**config.mk**
```make
export PLATFORM = sky130hd
export DESIGN_NAME = fetch_unit
export DESIGN_NICKNAME = d
export VERILOG_FILES = /design/src/rtl/fetch_unit_pkg.sv /design/src/rtl/fetch_fifo.sv /design/src/rtl/fetch_unit.sv
export SDC_FILE = /design/constraint.sdc
export NUM_CORES = 1
export LEC_CHECK = 0
export CORE_MARGIN = 2
export CORE_UTILIZATION = 30
export CTS_BUF_LIST = sky130_fd_sc_hd__clkbuf_4
export DETAILED_ROUTE_END_ITERATION = 8
export PLACE_DENSITY_LB_ADDON = 0.05
export SKIP_LAST_GASP = 1
export SLEW_MARGIN = 20
export SYNTH_ARGS = -nofsm -noshare
export SYNTH_HDL_FRONTEND = slang
export SYNTH_HIERARCHICAL = 1
export SYNTH_SLANG_ARGS = --single-unit
```
**constraint.sdc**
```tcl
create_clock -name i_clk -period 12.1 [get_ports i_clk]
set_input_delay 1.21 -clock i_clk [delete_from_list [all_inputs] [get_ports i_clk]]
set_output_delay 1.21 -clock i_clk [all_outputs]
set_load 0.01 [all_outputs]
```
**src/rtl/fetch_unit_pkg.sv**
```systemverilog
// rtl/fetch_unit_pkg.sv - shared RV fetch constants and buffer entry layout
package fetch_unit_pkg;

    localparam int INST_W = 32;
    localparam logic [INST_W-1:0] NOP_INST = 32'h00000013;

    typedef struct packed {
        logic [INST_W-1:0] inst;
        logic [31:0]       pc;
        logic              trap;
    } fetch_entry_t;

    localparam int ENTRY_W = $bits(fetch_entry_t);

endpackage

```
**src/rtl/fetch_fifo.sv**
```systemverilog
// rtl/fetch_fifo.sv - synchronous FIFO with flush (flush may load one new entry)
module fetch_fifo #(
    parameter int WIDTH = 32,
    parameter int DEPTH = 4
) (
    input  logic                     clk,
    input  logic                     resetn,
    input  logic                     push,
    input  logic                     pop,
    input  logic                     flush,
    input  logic [WIDTH-1:0]         wdata,
    output logic [WIDTH-1:0]         rdata,
    output logic [$clog2(DEPTH):0]   count,
    output logic                     full,
    output logic                     empty
);

    localparam int PTR_W = $clog2(DEPTH);
    localparam int CNT_W = PTR_W + 1;

    logic [WIDTH-1:0] mem [DEPTH];
    logic [PTR_W-1:0] rd_ptr;
    logic [PTR_W-1:0] wr_ptr;
    logic             do_push;
    logic             do_pop;

    assign full    = (count == CNT_W'(DEPTH));
    assign empty   = (count == '0);
    assign do_pop  = pop && !empty;
    assign do_push = push && (!full || do_pop);
    assign rdata   = mem[rd_ptr];

    // Pointer and occupancy tracking; a flush restarts at slot 0 and may keep the pushed word.
    always_ff @(posedge clk) begin
        if (!resetn) begin
            rd_ptr <= '0;
            wr_ptr <= '0;
            count  <= '0;
        end else if (flush) begin
            rd_ptr <= '0;
            wr_ptr <= PTR_W'(push);
            count  <= CNT_W'(push);
        end else begin
            if (do_push) wr_ptr <= wr_ptr + PTR_W'(1);
            if (do_pop)  rd_ptr <= rd_ptr + PTR_W'(1);
            count <= count + CNT_W'(do_push) - CNT_W'(do_pop);
        end
    end

    // Entry storage; contents are don't-care until the matching count covers them.
    always_ff @(posedge clk) begin
        if (flush) begin
            if (push) mem[0] <= wdata;
        end else if (do_push) begin
            mem[wr_ptr] <= wdata;
        end
    end

endmodule

```
**src/rtl/fetch_unit.sv**
```systemverilog
// rtl/fetch_unit.sv - pipelined instruction fetch with ordered buffer and redirect flush (option: FETCH_MISALIGN_TRAP_EN)
module fetch_unit
    import fetch_unit_pkg::*;
#(
    parameter logic [31:0] RESET_ADDR = 32'h00000000,
    parameter int          DEPTH      = 4
) (
    input  logic        i_clk,
    input  logic        i_rst_n,
    output logic        o_mem_req,
    output logic [31:0] o_mem_addr,
    input  logic        i_mem_ready,
    input  logic        i_mem_valid,
    input  logic [31:0] i_mem_rdata,
    output logic        o_inst_valid,
    input  logic        i_inst_ready,
    output logic [31:0] o_inst,
    output logic [31:0] o_inst_pc,
    output logic        o_inst_trap,
    input  logic        i_redirect,
    input  logic [31:0] i_redirect_pc
);

    localparam int CNT_W = $clog2(DEPTH) + 1;

    logic [31:0]        fetch_pc;
    logic [CNT_W-1:0]   drop_cnt;
    logic [CNT_W-1:0]   out_cnt;
    logic [CNT_W-1:0]   buf_count;
    logic [CNT_W:0]     occupancy;
    logic               halted;

    logic               pend_full;
    logic               pend_empty;
    logic [31:0]        pend_pc;

    logic               buf_full;
    logic               buf_empty;
    logic               buf_push;
    logic               buf_pop;
    logic [ENTRY_W-1:0] buf_rdata;
    fetch_entry_t       buf_wdata;
    fetch_entry_t       head;

    logic               accept;
    logic               resp;
    logic               keep_resp;
    logic [31:0]        target_pc;
    logic               target_trap;
    logic               unused_bits;

`ifdef FETCH_MISALIGN_TRAP_EN
    assign target_pc   = i_redirect_pc;
    assign target_trap = (i_redirect_pc[1:0] != 2'b00);
    assign o_inst_trap = o_inst_valid && head.trap;
    assign unused_bits = ^{pend_full, buf_full};

    // Halt after a misaligned redirect until the next redirect arrives.
    always_ff @(posedge i_clk) begin
        if (!i_rst_n) begin
            halted <= 1'b0;
        end else if (i_redirect) begin
            halted <= target_trap;
        end
    end
`else
    assign target_pc   = {i_redirect_pc[31:2], 2'b00};
    assign target_trap = 1'b0;
    assign o_inst_trap = 1'b0;
    assign halted      = 1'b0;
    assign unused_bits = ^{pend_full, buf_full, i_redirect_pc[1:0], head.trap};
`endif

    // Every outstanding request has a reserved buffer slot, so the buffer can never overflow.
    assign occupancy  = {1'b0, out_cnt} + {1'b0, buf_count};
    assign o_mem_req  = i_rst_n && !halted && (occupancy < (CNT_W + 1)'(DEPTH));
    assign o_mem_addr = fetch_pc;

    assign accept    = o_mem_req && i_mem_ready;
    assign resp      = i_mem_valid && !pend_empty;
    assign keep_resp = resp && (drop_cnt == '0);

    assign buf_pop   = o_inst_valid && i_inst_ready;
    assign buf_push  = i_redirect ? target_trap : keep_resp;
    assign buf_wdata = i_redirect ? '{inst: NOP_INST, pc: target_pc, trap: 1'b1}
                                  : '{inst: i_mem_rdata, pc: pend_pc, trap: 1'b0};

    assign head         = fetch_entry_t'(buf_rdata);
    assign o_inst_valid = i_rst_n && !buf_empty;
    assign o_inst       = o_inst_valid ? head.inst : '0;
    assign o_inst_pc    = o_inst_valid ? head.pc   : '0;

    // Addresses of accepted requests; dropped responses still pop it, so it is never flushed.
    fetch_fifo #(
        .WIDTH (32),
        .DEPTH (DEPTH)
    ) u_pend_q (
        .clk    (i_clk),
        .resetn (i_rst_n),
        .push   (accept),
        .pop    (resp),
        .flush  (1'b0),
        .wdata  (fetch_pc),
        .rdata  (pend_pc),
        .count  (out_cnt),
        .full   (pend_full),
        .empty  (pend_empty)
    );

    // Decoded-side buffer; a redirect flushes it and may load a trap marker.
    fetch_fifo #(
        .WIDTH (ENTRY_W),
        .DEPTH (DEPTH)
    ) u_inst_buf (
        .clk    (i_clk),
        .resetn (i_rst_n),
        .push   (buf_push),
        .pop    (buf_pop),
        .flush  (i_redirect),
        .wdata  (buf_wdata),
        .rdata  (buf_rdata),
        .count  (buf_count),
        .full   (buf_full),
        .empty  (buf_empty)
    );

    // Next fetch address and count of stale responses still to be discarded.
    always_ff @(posedge i_clk) begin
        if (!i_rst_n) begin
            fetch_pc <= RESET_ADDR;
            drop_cnt <= '0;
        end else if (i_redirect) begin
            fetch_pc <= target_pc;
            drop_cnt <= out_cnt + CNT_W'(accept) - CNT_W'(resp);
        end else begin
            if (accept) fetch_pc <= fetch_pc + 32'd4;
            if (resp && (drop_cnt != '0)) drop_cnt <= drop_cnt - CNT_W'(1);
        end
    end

endmodule
```
======== Word-level counts from Yosys, hierarchy flattened ========
Memory sizes are Yosys's and may differ from the RTL's. A register that Yosys moved wholly into a read port is not among the register bits.
Cells that the tools add are included.
cells by class
  mux-type cells .......................... 26
  reduce and logical (&&, ||, !) cells .... 26
  equality and inequality tests ........... 2
  bitwise gates (word level) .............. 1
  $add $sub $neg .......................... 13
  $lt $le $gt $ge ......................... 1
operator list
  kind                                                 count
  2-to-1 mux 65 bit                                    2
  2-to-1 mux 32 bit                                    4
  OR reduction 65 bit                                  1
  adder 32 x 3 -> 32 bit (second input constant)       1
  2-to-1 mux 1 bit                                     13
  logical AND 1 bit                                    11
  2-to-1 mux 2 bit                                     5
  adder 3 x 1 -> 3 bit                                 3
  logical NOT 3 bit                                    3
  subtractor 3 x 1 -> 3 bit                            3
  adder 2 x 1 -> 2 bit (second input constant)         4
  == test 3 bit (second input constant)                2
  2-to-1 mux 3 bit                                     2
  nonzero test 2 bit                                   3
  adder 3 x 3 -> 4 bit                                 1
  logical NOT 1 bit                                    4
  < comparator 4 x 3 -> 1 bit (second input constant)  1
  nonzero test 3 bit                                   1
  subtractor 3 x 1 -> 3 bit (second input constant)    1
  logical OR 1 bit                                     2
  OR reduction 2 bit                                   1
  inverter 1 bit                                       1
storage, ports and cells
  word-level logic and storage cells ...... 82
  bits in writable memories ............... 388
  flip-flop bits (word level) ............. 49
  input bits .............................. 70
  memories kept ........................... 2
  output and inout port bits .............. 99
memory list
  memory          words  width  rd ports  clocked after Yosys merged registers in  write ports  line              source
  u_inst_buf.mem  4      65     1         1                                        1            fetch_fifo.sv:21  logic [WIDTH-1:0] mem [DEPTH];
  u_pend_q.mem    4      32     1         1                                        1            fetch_fifo.sv:21

======== Depth between registers and ports, before layout ========
  depth after elaboration ................. 12
  mapped depth ............................ 13
  gate-level depth less buffers ........... 11

======== Modules after synthesis ========
Netlist, hierarchy kept.
by module, submodules not included
  module                    area each (µm²)  cells an instance  seq. area each (µm²)  instances
  fetch_fifo at u_inst_buf  9848.2           389                7987.7                1
  fetch_fifo at u_pend_q    5101.1           215                4023.9                1
  fetch_unit                3211.8           419                660.6                 1

======== Worst setup path after synthesis ========
Ideal clock, no wire load.
  kind .................................... input-to-reg
  from .................................... input i_mem_valid
  to ...................................... memory u_inst_buf/mem[2][0] (netlist bit) (enable)
  arrival time ............................ 8.983 ns
  slack ................................... 2.446 ns
  required time ........................... 11.429 ns
  stages on the path ...................... 5
  library setup time ...................... 0.671 ns
  path buffers ............................ 1
  cell sequence ........................... nor2b_1 clkbuf_1 nor3b_1 nand2b_1 nor4b_1
on the way
  cells in the longest elaborated chain, start to end .. 9
  elaborated cells on any way between the ends .. 13
  classes of those cells .................. mux: 9; reduce/logical: 4
RTL lines
  element                                                                       line              source
  start, declared                                                               fetch_unit.sv:13  input logic i_mem_valid,
  logical AND 1 bit *                                                           fetch_unit.sv:80  assign resp = i_mem_valid && !pend_empty;
  via resp                                                                      fetch_unit.sv:46  logic resp;
  logical AND 1 bit *                                                           fetch_unit.sv:81  assign keep_resp = resp && (drop_cnt == '0);
  2-to-1 mux 1 bit *                                                            fetch_unit.sv:84  assign buf_push = i_redirect ? target_trap : keep_resp;
  via buf_push                                                                  fetch_unit.sv:39  logic buf_push;
  logical AND 1 bit                                                             fetch_fifo.sv:30  assign do_push = push && (!full || do_pop);
  2-to-1 mux 1 bit                                                              fetch_fifo.sv:54  end else if (do_push) begin
  2-to-1 mux 1 bit                                                              fetch_fifo.sv:52  if (flush) begin
  2-to-1 mux 1 bit (implied by the code)                                        fetch_fifo.sv:55  mem[wr_ptr] <= wdata;
  OR reduction 65 bit (no source line)                                          -
  2-to-1 mux 2 bit (no source line) / 2-to-1 mux 1 bit (equally long branches)  -
  end, declared                                                                 fetch_fifo.sv:21
Mark *: on every way through the listed nets, which the timed path passes. The rest lies on a longest branch.

======== Worst setup path in the final report ========
  from .................................... input i_rst_n
  to ...................................... output o_inst_pc[0]
on the way
  cells in the longest elaborated chain, start to end .. 2
RTL lines
  element            line              source
  start, declared    fetch_unit.sv:9   input logic i_rst_n,
  logical AND 1 bit  fetch_unit.sv:89  assign o_inst_valid = i_rst_n && !buf_empty;
  2-to-1 mux 32 bit  fetch_unit.sv:91  assign o_inst_pc = o_inst_valid ? head.pc : '0;
  end, declared      fetch_unit.sv:18  output logic [31:0] o_inst_pc,
No other way between the ends.

==> key figures <==
Outcome
  – Outcome: finished, final reports clean

Flow run
  – Number of maximum-capacitance constraint violations: 0

STA
  – Fraction of the cycle the final worst path needs: around two fifths
  – Setup-violating endpoint count in the final report: 0
  – Unrepaired setup endpoints after global routing: false
  – Final setup skew: around 0.046 ns
  – Final hold viol count: 0
  – Worst slew margin relative to its limit: between 30% and 40%
  – Maximum clock frequency: ~200 MHz
  – TNS Setup: 0 ns
  – Final min period: ~5.1 ns
  – Worst slack on hold paths: around 0.52 ns
  – Pins over their slew limit: 0
  – Transition time at the pin with the least slew margin: between 0.9 and 1 ns

Layout
  – Final standard cell area without fillers: between 20000 and 25000 sq um
  – Total Nets Final: around 1400
  – Core Util, Final: a little under two fifths
  – Fill cell instance count of the final layout: approximately 5600
  – Synthesis-to-layout area growth: 22.8%
  – Ratio of cells with drive above 1 in the final layout: about a quarter

Global routing
  – All-Layer GR Usage: ~15%
  – Total grt overflow: 0
  – Initial antenna violation count: 2
  – Largest net degree at the start of global routing: 67
  – Via count of the first global-routing pass: approximately 11000
  – Wire length of the first global-routing pass: 69500 um

Floorplanning
  – I/O pin count: 169
  – Die outline width: ~250 um
  – Floorplan die area: slightly above 60000 sq um
  – Core Region: just under 60000 sq um
  – Initial cell density of the core: 30.4%
  – Rows: slightly below 90
  – Y dimension of the die: approximately 250 um

Power and ir drop
  – Portion of total power attributed to the clock network: approximately two fifths
  – Pint: roughly 2.4 mW
  – Switching power as a share of total power: a little under a quarter
  – Fraction of power consumed by sequential logic: a little over half
  – Switching power total: 0.708 mW
  – Relative contribution of combinational cells to total power: ~5%
  – Power density over the cells: 142 nW/um^2
  – Worst vdd rail ir drop: ~0.063 mV
  – Leakage dissipation: roughly 7.1 nW

CTS
  – CTS tree: done
  – Resize count post-CTS: 0
  – Hold-fix buffer count after cts: 0
  – Clk sinks: 435
  – Post-CTS setup repair buffer count: 0
  – Clk root buf: sky130_fd_sc_hd__clkbuf_4
  – Maximum clock path buffer count: 3
  – Number of buffers created by CTS: around 120
  – H-Tree Depth: 3
  – Worst-path clk slew: about 0.060 ns
  – Latest clock arrival within the worst-skew pair: about 0.85 ns

Routing
  – Average routed wire per standard cell: 21.5 um
  – Ratio of routed vias to standard cells: ~4.8
  – Detailed-route wire length: 46300 um
  – Total via count in the routed design: 10300
  – Final antenna-violating net count: 0
  – Drt initial violations: roughly 550
  – Detailed-router iteration count before antenna repair: 4
  – Detailed-route DRC error count: 0

Synth
  – Cell Area, Synth: ~18000 sq um
  – Synthesized area divided by synthesized cell count: 17.7 sq um
  – Syn. warnings: 6
  – Post-Synthesis Cells: ~1000

Critical path
  – Endpoint required time on the critical path: ~11 ns
  – Arrival time of data at the critical path endpoint: 3.86 ns
  – Setup CP Type: input pin to primary output
  – Startpoint types: input pin
  – Crit path max fanout: 66
  – Endpoint class of the critical path: primary output

Placement
  – Routability congestion estimate: 0.743
  – HPWL after detailed placement: 27200 um
  – Number of input and output port buffers inserted: ~160
  – Placed Area: a little over 20000 sq um

Worst hold path
  – Worst Hold Class: register to register
==> registers in the layout (all words and copies together) (netlist names), named ones only <==
| signal | flops |
|---|---|
| u_inst_buf/rd_ptr | 2 |
| u_inst_buf/wr_ptr | 2 |
| u_pend_q/mem | 128 |
| u_pend_q/count | 3 |
| o_mem_addr | 30 |
| u_pend_q/rd_ptr | 2 |
| u_inst_buf/mem | 256 |
| u_inst_buf/count | 3 |
| u_pend_q/wr_ptr | 2 |
| drop_cnt | 3 |
==> final timing paths <==
check                                        from                              end  slack [ns]  depth (start not counted)
setup / recovery                          i_rst_n                     o_inst_pc[0]        7.03                          6
hold / removal    u_pend_q/rd_ptr[1]$_SDFFE_PP0N_  u_pend_q/rd_ptr[1]$_SDFFE_PP0N_        0.52                          2
setup reg to reg   u_inst_buf/count[2]$_SDFF_PP0_     u_pend_q/mem[3][5]$_DFFE_PP_        8.21                          8
hold reg to reg   u_pend_q/rd_ptr[1]$_SDFFE_PP0N_  u_pend_q/rd_ptr[1]$_SDFFE_PP0N_        0.52                          2
==> power by group through the flow <==
stage                     Combinational, mW  Sequential (mW)  Clock [mW]
after floorplan                      0.0730             1.71           0
after global placement                0.154             1.72           0
after detailed placement              0.155             1.72           0
after CTS                             0.156             1.69        1.36
after global routing                  0.168             1.69        1.43
final                                 0.153             1.69        1.29
==> routing by layer <==
metal / up-vias / global-route usage, % / wire length (um)
met1: 5237 / 19.5 / 20600
met2: 259 / 24.8 / 22400
li1: 4693 / - / -
met3: 77 / 3.22 / 2230
met4: 0 / 5.94 / 1020
met5: - / 0 / 0
==> cell type report <==
cell class | instances | area, sq um | area share, %
multi-input cells | 528 | 5230 | 23.6
well taps | 773 | 967 | 4.37
inverters | 14 | 52.6 | 0.238
clock buffers | 188 | 1410 | 6.38
repair buffers | 185 | 1790 | 8.12
clock inverters | 23 | 88.8 | 0.402
flip-flops and latches | 435 | 12600 | 56.8
diodes | 2 | 5.00 | 0.0226
==> through the flow <==
step	setup slack (ns)	total power [mW]	std cells
2_1_floorplan	2.55	1.79	1033
3_3_place_gp	6.70	1.88	1935
3_5_place_dp	6.74	1.88	1935
4_1_cts	6.91	3.20	2146
5_1_grt	6.87	3.29	2147
6_report	7.03	3.14	2148
==> worst max-delay path: stages <==
cell	delay [ns]
sky130_fd_sc_hd__clkdlybuf4s50_1	0.47
sky130_fd_sc_hd__buf_4	0.43
sky130_fd_sc_hd__nor2b_4	0.23
sky130_fd_sc_hd__buf_4	0.61
sky130_fd_sc_hd__and2_1	0.29
sky130_fd_sc_hd__clkdlybuf4s50_1	0.57
==> layout by cell type (no fill, tap or decap), drive strengths merged, types with 6 or more instances in the layout <==
cell type and count:
edfxtp 384, clkbuf 188, clkdlybuf4s50 162, mux4 96, and2 66, dfxtp 51, nor2b 35, mux2 30
o21ai 29, buf 23, clkinv 23, nand2 21, conb 18, nand3 17, nand4 17, nor2 17
inv 14, nor3 14, a21oi 11, nand2b 10, and4 9, or4 9, or3 9, a31oi 9
and3 9, xnor2 9, ha 9, nor4b 8, nor4 7, o211ai 6, xor2 6, or2 6
Note: power is estimated with default switching activity, not from simulation.
